==> config.mk <==
export PLATFORM = sky130hd
export DESIGN_NAME = uart_rx_tx_bridge
export DESIGN_NICKNAME = d
export VERILOG_FILES = /design/src/rtl/uart_bridge_pkg.sv /design/src/rtl/uart_byte_fifo.sv /design/src/rtl/uart_rx_tx_bridge.sv
export SDC_FILE = /design/constraint.sdc
export NUM_CORES = 1
export LEC_CHECK = 0
export ABC_CLOCK_PERIOD_IN_PS = 2900
export CORE_ASPECT_RATIO = 1.5
export CORE_MARGIN = 1
export CORE_UTILIZATION = 55
export CTS_BUF_LIST = sky130_fd_sc_hd__clkbuf_8 sky130_fd_sc_hd__clkbuf_16
export DETAILED_ROUTE_END_ITERATION = 7
export PLACE_DENSITY = 0.78
export RECOVER_POWER = 25
export REMOVE_ABC_BUFFERS = 1
export SYNTH_ARGS = -nofsm -noshare
export SYNTH_HDL_FRONTEND = slang
export SYNTH_SLANG_ARGS = --single-unit
==> constraint.sdc <==
create_clock -name clk -period 2.9 [get_ports clk]
set_input_delay 0.29 -clock clk [delete_from_list [all_inputs] [get_ports clk]]
set_output_delay 0.29 -clock clk [all_outputs]
set_load 0.01 [all_outputs]
==> src/rtl/uart_bridge_pkg.sv <==
// Shared definitions for the UART RX -> TX byte bridge.
//   MODE_*  : encodings of the i_mode transform selector
//   state_t : bridge FSM states
//   xform() : byte transform applied when a byte leaves the FIFO
package uart_bridge_pkg;

    localparam logic [1:0] MODE_PASS = 2'd0;
    localparam logic [1:0] MODE_ADD  = 2'd1;
    localparam logic [1:0] MODE_XOR  = 2'd2;
    localparam logic [1:0] MODE_INV  = 2'd3;

    typedef enum logic {
        S_IDLE,
        S_WAIT
    } state_t;

    // Works on a 32-bit container so any DATA_W up to 32 can share it; the
    // caller truncates the result, which also makes MODE_ADD wrap modulo
    // 2^DATA_W.
    function automatic logic [31:0] xform(input logic [31:0] data,
                                          input logic [1:0]  mode,
                                          input logic [31:0] offset,
                                          input logic [31:0] key);
        case (mode)
            MODE_ADD: return data + offset;
            MODE_XOR: return data ^ key;
            MODE_INV: return ~data;
            default:  return data;
        endcase
    endfunction

endpackage

==> src/rtl/uart_byte_fifo.sv <==
// Synchronous byte FIFO with extra-MSB pointers.
//   clk, reset : clock, asynchronous active-low reset
//   push, din  : write din when push and not full
//   pop        : advance read pointer when pop and not empty
//   dout       : head entry (combinational read)
//   empty/full : pointer-compare status
//   level      : occupancy 0..DEPTH
module uart_byte_fifo #(
    parameter int DATA_W = 8,
    parameter int DEPTH  = 16,
    parameter int ADDR_W = $clog2(DEPTH)
) (
    input  logic              clk,
    input  logic              reset,
    input  logic              push,
    input  logic              pop,
    input  logic [DATA_W-1:0] din,
    output logic [DATA_W-1:0] dout,
    output logic              empty,
    output logic              full,
    output logic [ADDR_W:0]   level
);

    localparam logic [ADDR_W:0] PTR_ONE = 1;

    logic [DATA_W-1:0] mem [DEPTH];
    logic [ADDR_W:0]   wptr;
    logic [ADDR_W:0]   rptr;
    logic              do_push;
    logic              do_pop;

    // Pointers run modulo 2*DEPTH; the extra MSB separates full from empty.
    assign empty   = (wptr == rptr);
    assign full    = (wptr[ADDR_W] != rptr[ADDR_W]) &&
                     (wptr[ADDR_W-1:0] == rptr[ADDR_W-1:0]);
    assign level   = wptr - rptr;
    assign dout    = mem[rptr[ADDR_W-1:0]];
    assign do_push = push && !full;
    assign do_pop  = pop && !empty;

    always_ff @(posedge clk or negedge reset) begin
        if (!reset) begin
            wptr <= '0;
            rptr <= '0;
        end else begin
            if (do_push) wptr <= wptr + PTR_ONE;
            if (do_pop)  rptr <= rptr + PTR_ONE;
        end
    end

    always_ff @(posedge clk) begin
        if (do_push) mem[wptr[ADDR_W-1:0]] <= din;
    end

endmodule

==> src/rtl/uart_rx_tx_bridge.sv <==
// Buffered byte processor between UART RX and UART TX.
// Received bytes are queued, transformed on the way out (pass/add/xor/invert)
// and handed to TX one at a time with a start/done handshake.
//   clk, reset    : clock, asynchronous active-low reset
//   i_rx_byte/dv  : incoming byte and its 1-cycle strobe
//   i_tx_active   : TX serializer busy, blocks a new start
//   i_tx_done     : 1-cycle strobe, TX finished current byte
//   i_mode        : transform select, sampled when a byte is popped
//   i_clr_ovf     : clears o_overflow (a same-cycle drop wins)
//   o_tx_byte/dv  : byte to TX and its 1-cycle start strobe
//   o_busy        : waiting for i_tx_done
//   o_fifo_level  : FIFO occupancy
//   o_overflow    : sticky, a byte was dropped on a full FIFO
// Optional macro UART_BRIDGE_STATS_EN adds saturating 16-bit counters
// o_rx_cnt (accepted), o_tx_cnt (start strobes), o_drop_cnt (dropped).
//
// state  | meaning
// S_IDLE | no byte in flight; start the next one when FIFO has data and TX idle
// S_WAIT | byte handed to TX; waiting for i_tx_done
module uart_rx_tx_bridge
    import uart_bridge_pkg::*;
#(
    parameter int                DATA_W  = 8,
    parameter int                DEPTH   = 16,
    parameter logic [DATA_W-1:0] OFFSET  = 8'd10,
    parameter logic [DATA_W-1:0] XOR_KEY = 8'hA5,
    parameter int                ADDR_W  = $clog2(DEPTH)
) (
    input  logic              clk,
    input  logic              reset,
    input  logic [DATA_W-1:0] i_rx_byte,
    input  logic              i_rx_dv,
    input  logic              i_tx_active,
    input  logic              i_tx_done,
    input  logic [1:0]        i_mode,
    input  logic              i_clr_ovf,
    output logic [DATA_W-1:0] o_tx_byte,
    output logic              o_tx_dv,
    output logic              o_busy,
    output logic [ADDR_W:0]   o_fifo_level,
    output logic              o_overflow
`ifdef UART_BRIDGE_STATS_EN
    ,
    output logic [15:0]       o_rx_cnt,
    output logic [15:0]       o_tx_cnt,
    output logic [15:0]       o_drop_cnt
`endif
);

    state_t            state;
    state_t            state_nxt;
    logic              pop;
    logic              push;
    logic              drop;
    logic              fifo_empty;
    logic              fifo_full;
    logic [DATA_W-1:0] fifo_dout;
    logic [DATA_W-1:0] tx_byte_nxt;

    // Full is the registered status, so a pop in the same cycle does not
    // make room for the incoming byte.
    assign push = i_rx_dv && !fifo_full;
    assign drop = i_rx_dv && fifo_full;

    uart_byte_fifo #(
        .DATA_W (DATA_W),
        .DEPTH  (DEPTH),
        .ADDR_W (ADDR_W)
    ) u_fifo (
        .clk   (clk),
        .reset (reset),
        .push  (push),
        .pop   (pop),
        .din   (i_rx_byte),
        .dout  (fifo_dout),
        .empty (fifo_empty),
        .full  (fifo_full),
        .level (o_fifo_level)
    );

    assign tx_byte_nxt = DATA_W'(xform(32'(fifo_dout), i_mode,
                                       32'(OFFSET), 32'(XOR_KEY)));

    always_ff @(posedge clk or negedge reset) begin
        if (!reset) state <= S_IDLE;
        else        state <= state_nxt;
    end

    always_comb begin
        state_nxt = state;
        pop       = 1'b0;
        case (state)
            S_IDLE: begin
                if (!fifo_empty && !i_tx_active) begin
                    pop       = 1'b1;
                    state_nxt = S_WAIT;
                end
            end
            S_WAIT: begin
                if (i_tx_done) state_nxt = S_IDLE;
            end
            default: state_nxt = S_IDLE;
        endcase
    end

    assign o_busy = (state == S_WAIT);

    // o_tx_byte is only loaded on a pop, so it stays valid through the
    // whole TX transfer and after i_tx_done.
    always_ff @(posedge clk or negedge reset) begin
        if (!reset) begin
            o_tx_dv    <= 1'b0;
            o_tx_byte  <= '0;
            o_overflow <= 1'b0;
        end else begin
            o_tx_dv <= pop;
            if (pop) o_tx_byte <= tx_byte_nxt;
            if (drop)           o_overflow <= 1'b1;
            else if (i_clr_ovf) o_overflow <= 1'b0;
        end
    end

`ifdef UART_BRIDGE_STATS_EN
    always_ff @(posedge clk or negedge reset) begin
        if (!reset) begin
            o_rx_cnt   <= '0;
            o_tx_cnt   <= '0;
            o_drop_cnt <= '0;
        end else begin
            if (push && o_rx_cnt   != 16'hFFFF) o_rx_cnt   <= o_rx_cnt   + 16'd1;
            if (pop  && o_tx_cnt   != 16'hFFFF) o_tx_cnt   <= o_tx_cnt   + 16'd1;
            if (drop && o_drop_cnt != 16'hFFFF) o_drop_cnt <= o_drop_cnt + 16'd1;
        end
    end
`endif

endmodule

==> results.sh, run 1 <==
export IMPL_outcome="finished clean"
export IMPL_synth_area_leaders="edfxtp_1 61%, mux4_2 8.6%, dfrtp_1 8.4%"
export IMPL_initial_core_util=0.569
export IMPL_port_buffers=31
export IMPL_num_vias=3460
export IMPL_critPathKind="register to output port"
export IMPL_path_cells="buf_12 > inv_1 > ha_1 > a21o_1 > a21oi_1 > xnor2_1 > clkdlybuf4s50_1"
export IMPL_syn_area_per_cell_um2=17.7
export IMPL_synth_top_area_share=0.611
export IMPL_drtAntennaViolNets=0
export IMPL_numCtsBuffers=17
export IMPL_synth_flop_cell="edfxtp_1"
export IMPL_io_pins=32
export IMPL_cellPowerDensity_nw_per_um2=1060
export IMPL_wl_met2_um=6950
export IMPL_grt_pass1_wl_um=19400
export IMPL_fin_skew_ps=7.22
export IMPL_fmax_mhz=363
export IMPL_yosysUniqueCellTypes=50
export IMPL_final_min_clock_period_ps=2760
export IMPL_layout_nets=448
export IMPL_ctsHoldBuffers=0
export IMPL_wl_met3_um=625
export IMPL_drt_iter0_drc=273
export IMPL_dp_hpwl_um=8290
export IMPL_htreeDepth=4
export IMPL_synth_cells=356
export IMPL_p_total_mw=7.93
export IMPL_cts_tree="done"
export IMPL_fill_cells=736
export IMPL_clkTransAtPathRegs_ps=70
export IMPL_critPathLaunchType="register"
export IMPL_die_h_um=133
export IMPL_dieArea_um2=11900
export IMPL_max_stage_delay_ps=550
export IMPL_grt_use_total=0.237
export IMPL_top_layer="met4"
export IMPL_multi_input_area_um2=1750
export IMPL_clk_latency_ps=420
export IMPL_yosysSeqAreaShare=0.695
export IMPL_rsz0062_at_grt="false"
export IMPL_seqCellArea_um2=4370
export IMPL_grt_pass1_vias=3465
export IMPL_arrival_ps=2470
export IMPL_routed_via_density=5.96
export IMPL_syn_cell_area_um2=6290
export IMPL_worst_pin_slew_ps=954
export IMPL_design_core_area_um2=11100
export IMPL_drv_cap=0
export IMPL_critPathRequiredTime_ps=2610
export IMPL_gp_congestion=0.844
export IMPL_wl_um=12800
export IMPL_area_delta_synth_final_pct=19.2
export IMPL_antenna_found_initial=0
export IMPL_wl_met1_um=4890
export IMPL_synth_area_leader_cell="edfxtp_1"
export IMPL_die_w_um=89.3
export IMPL_clockRootBuffer="clkbuf_16"
export IMPL_clock_path_buffers=2
export IMPL_rows=47
export IMPL_synth_seq_cells=149
export IMPL_fin_setup_tns_ps=0
export IMPL_grt_max_degree=39
export IMPL_synth_edff_count=128
export IMPL_drive_above_1_share=0.224
export IMPL_max_slew_margin=0.362
export IMPL_min_path_type="input port to asynchronous set/reset pin"
export IMPL_ir_drop_uv=538
export IMPL_r2r_cells=8
export IMPL_path_max_fanout=13
export IMPL_clock_sinks=149
export IMPL_grt_overflow=0
export IMPL_slew_violations=0
export IMPL_setup_viol=0
export IMPL_drcViolationCount=0
export IMPL_finalHoldViolCount=0
export IMPL_p_leak_nw=2.67
export IMPL_firstDrtPassIters=5
export IMPL_yosysWarnings=0
export IMPL_post_route_period_util=0.951
export IMPL_async_flop_share=0.141
export IMPL_wl_per_cell_um=22.1
export IMPL_cpMaxStageDelayCell="clkdlybuf4s50_1"
export IMPL_critPathCaptureType="output port"
export IMPL_antenna_cells=0
placed cells by master, fill, tap and decap left out, drive strengths merged, types with 2 or more instances in the layout:
master         count
clkbuf            18
edfxtp           128
and2               5
xnor2             12
buf               28
mux4              30
dfrtp             21
a21oi              5
nor3               6
mux2i             12
a2111oi            2
nor2              15
clkdlybuf4s50     25
nor2b              6
nand3              3
a22o               4
clkinvlp           3
a221oi             4
ha                10
nand4              4
nand2             18
xor2               3
dlygate4sd3        5
a21o               3
o31ai              2
or3                2
o21ai             12
inv               26
and3               2
mux2               2
clkinv             4
logic make-up (layout without fill, tap and decap cells):
kind of cell	count (synthesis)	count (layout)	synth area share
flip-flops	149	149	0.695
XOR/XNOR	15	15	0.0209
buffers and inverters	32	110	0.0265
adder cells (fa/ha/maj)	11	11	0.0231
multiplexers	44	44	0.134
AND/OR/NAND/NOR	66	66	0.0533
AO/OA/AOI/OAI	39	39	0.0479
state kept, by name, summed over array words and instances, names as in the netlist:
register,count
u_fifo.mem,128
u_fifo.rptr,5
o_busy,1
o_tx_byte,8
o_tx_dv,1
o_overflow,1
u_fifo.wptr,5
routing by layer:
metal	vias to the layer above	GRT usage
met5	-	0
met4	0	0.126
met3	28	0.0549
met2	136	0.385
met1	1764	0.292
li1	1532	-
cells in the mapped netlist, types with 3 or more instances:
| cell | instances |
|---|---|
| nor2b_1 | 6 |
| a21o_1 | 3 |
| edfxtp_1 | 128 |
| buf_6 | 4 |
| dfrtp_1 | 21 |
| inv_1 | 17 |
| xnor2_1 | 12 |
| and2_1 | 5 |
| nor2_1 | 13 |
| o21ai_0 | 11 |
| nand2_1 | 18 |
| nand4_1 | 4 |
| nand3_1 | 3 |
| mux2i_1 | 12 |
| a21oi_1 | 5 |
| a22o_1 | 4 |
| nor3_1 | 6 |
| mux4_2 | 24 |
| mux4_1 | 6 |
| ha_1 | 10 |
| clkbuf_1 | 3 |
| buf_2 | 4 |
| xor2_1 | 3 |
cell type report:
type                            count  share of cell area
Inverter                           18             0.00901
Sequential cell                   149               0.583
Clock inverter                     15              0.0162
Multi-Input combinational cell    175               0.234
Tap cell                          147              0.0245
Clock buffer                       17              0.0567
Timing Repair Buffer               60              0.0764
per-stage QoR:
step / hold slack [ps] / std cells / setup slack [ps] / instance area, um^2 / utilization
2_1_floorplan: -5.59 / 342 / -914 / 6190 / -
5_1_grt: 473 / 581 / 84.2 / 7500 / 0.678
3_3_place_gp: 454 / 541 / 359 / 6870 / 0.621
6_report: 403 / 581 / 142 / 7500 / 0.678
4_1_cts: 424 / 573 / 36.6 / 7410 / 0.671
3_5_place_dp: 469 / 541 / 207 / 6870 / 0.621
where the power goes:
part,internal (mW),total [mW],switching (mW)
clock network,1.11,2.01,0.895
logic,1.52,3.08,1.56
registers,2.66,2.85,0.184
what timing repair did:
item                                    CTS  global route
setup buffers                             0             7
endpoints found under the setup margin    0             2
resized for setup                         0             4
critical path, delay by kind of cell (launching register included):
| family | cells | cell delay [ps] |
|---|---|---|
| compound gates | 2 | 350 |
| flops | 1 | 450 |
| buf+inv | 3 | 810 |
| fa+ha+maj | 1 | 310 |
| xor+xnor | 1 | 140 |
final timing paths:
check / start / end / slack (ps)
worst max-delay path: u_fifo.rptr[1] / o_fifo_level[3] / 140
worst min register to register: o_tx_byte[2] / o_tx_byte[2] / 480
max in group asynchronous: reset / u_fifo.rptr[0] / 1850
worst min-delay path: reset / u_fifo.rptr[2] / 400
min in group clk: i_tx_done / o_busy / 470
worst max register to register: u_fifo.rptr[1] / u_fifo.mem[3][3] / 260
Note: power is estimated with default switching activity, not from simulation.
==> inputs of run 2 (changes only) <==
--- a/config.mk
+++ b/config.mk
@@ -7,7 +7,7 @@
 export LEC_CHECK = 0
 export ABC_CLOCK_PERIOD_IN_PS = 2900
 export CORE_ASPECT_RATIO = 1.5
-export CORE_MARGIN = 1
+export CORE_MARGIN = 2
 export CORE_UTILIZATION = 55
 export CTS_BUF_LIST = sky130_fd_sc_hd__clkbuf_8 sky130_fd_sc_hd__clkbuf_16
 export DETAILED_ROUTE_END_ITERATION = 7
==> results.sh, run 2 (synthesis gave the netlist of run 1 again) <==
export IMPL_fin_skew_ps=8.12
export IMPL_io_pins=32
export IMPL_worst_pin_slew_ps=958
export IMPL_dp_hpwl_um=8100
export IMPL_layout_nets=441
export IMPL_htreeDepth=4
export IMPL_drcViolationCount=0
export IMPL_die_h_um=135
export IMPL_fin_util=0.675
export IMPL_port_buffers=31
export IMPL_critPathRequiredTime_ps=2610
export IMPL_rsz0062_at_grt="false"
export IMPL_dieArea_um2=12300
export IMPL_max_slew_margin=0.360
export IMPL_multi_input_area_um2=1750
export IMPL_antenna_cells=0
export IMPL_clkTransAtPathRegs_ps=60
export IMPL_fill_cells=702
export IMPL_setup_viol=0
export IMPL_critPathKind="register to output port"
export IMPL_drv_cap=0
export IMPL_initial_core_util=0.566
export IMPL_clock_path_buffers=2
export IMPL_antenna_found_initial=0
export IMPL_rows=47
export IMPL_largest_register_ffs=128
export IMPL_clock_sinks=149
export IMPL_slew_violations=0
export IMPL_num_vias=3481
export IMPL_design_core_area_um2=11100
export IMPL_dp_slack_ps=247
export IMPL_p_leak_nw=2.67
export IMPL_grt_overflow=0
export IMPL_grt_pass1_wl_um=19300
export IMPL_drtAntennaViolNets=0
export IMPL_wl_per_cell_um=21.8
export IMPL_wl_um=12500
export IMPL_gp_congestion=0.873
export IMPL_final_cell_mix="128 x edfxtp_1, 25 x clkdlybuf4s50_1, 24 x mux4_2, 20 x dfrtp_1"
export IMPL_finalHoldViolCount=0
export IMPL_fmax_mhz=371
export IMPL_critPathCaptureType="output port"
export IMPL_arrival_ps=2400
export IMPL_grt_use_total=0.216
export IMPL_seqCellArea_um2=4370
export IMPL_clockRootBuffer="clkbuf_16"
export IMPL_mostFrequentLayoutCell="edfxtp_1"
export IMPL_drt_iter0_drc=347
export IMPL_ir_drop_uv=551
export IMPL_cts_tree="done"
export IMPL_min_path_type="input port to asynchronous set/reset pin"
export IMPL_die_w_um=91.3
export IMPL_outcome="finished clean"
export IMPL_critPathLaunchType="register"
export IMPL_placed_cell_area_um2=6870
export IMPL_firstDrtPassIters=5
export IMPL_numCtsBuffers=17
export IMPL_clk_latency_ps=420
export IMPL_fin_ws_ps=208
export IMPL_finalNonFillerCells=574
export IMPL_grt_pass1_vias=3503
export IMPL_routed_via_density=6.06
export IMPL_fin_setup_tns_ps=0
export IMPL_dp_cells=540
export IMPL_grt_max_degree=32
export IMPL_area_delta_synth_final_pct=19.4
export IMPL_drive_above_1_share=0.208
export IMPL_post_route_period_util=0.928
export IMPL_cellPowerDensity_nw_per_um2=1070
export IMPL_path_max_fanout=15
export IMPL_final_min_clock_period_ps=2690
export IMPL_fin_area_um2=7510
-- run 2: final timing paths --
kind	startpoint	endpoint	slack, ps	depth (start not counted)
setup / recovery	u_fifo.rptr[1]	o_fifo_level[3]	210	7
hold reg to reg	o_tx_byte[3]	o_tx_byte[3]	480	2
max in group asynchronous	reset	u_fifo.rptr[1]	1860	1
hold / removal	reset	u_fifo.rptr[0]	400	1
min in group clk	i_clr_ovf	o_overflow	430	2
setup reg to reg	u_fifo.rptr[1]	o_tx_byte[7]	290	8
-- run 2: final cells by class --
type	instances	share of cell area
clock buffer	17	0.0567
tap	147	0.0245
sequential	149	0.582
multi-input combinational	175	0.234
timing repair buffer	53	0.0710
clock inverter	15	0.0230
inverter	18	0.00900
-- run 2: routing by layer --
| metal | up-vias | track usage | wire (um) |
|---|---|---|---|
| li1 | 1521 | - | - |
| met1 | 1761 | 0.270 | 4880 |
| met2 | 172 | 0.354 | 6610 |
| met3 | 27 | 0.0580 | 696 |
| met4 | 0 | 0.100 | 354 |
| met5 | - | 0 | 0 |
-- run 2: timing repair --
action,CTS,global route
setup buffers,0,1
hold buffers,0,0
gates cloned,0,1
resized for setup,1,2
endpoints found under the setup margin,1,3
-- run 2: power by group --
part / switching (mW) / internal [mW]
clock: 0.899 / 1.29
sequential: 0.166 / 2.66
combinational: 1.57 / 1.47
total: 2.64 / 5.42
-- run 2: critical path: stages (launching register included) --
cell and delay (ps):
dfrtp_2 390, buf_12 170, inv_1 90, ha_1 310, a21o_1 160, a21oi_1 160
xnor2_1 130, clkdlybuf4s50_1 550
-- run 2: stage by stage --
| step | hold WS (ps) | power [mW] |
|---|---|---|
| 2_1_floorplan | -5.59 | 4.72 |
| 4_1_cts | 419 | 8.06 |
| 5_1_grt | 424 | 8.47 |
| 6_report | 401 | 8.06 |
| 3_3_place_gp | 453 | 5.78 |
| 3_5_place_dp | 469 | 5.85 |
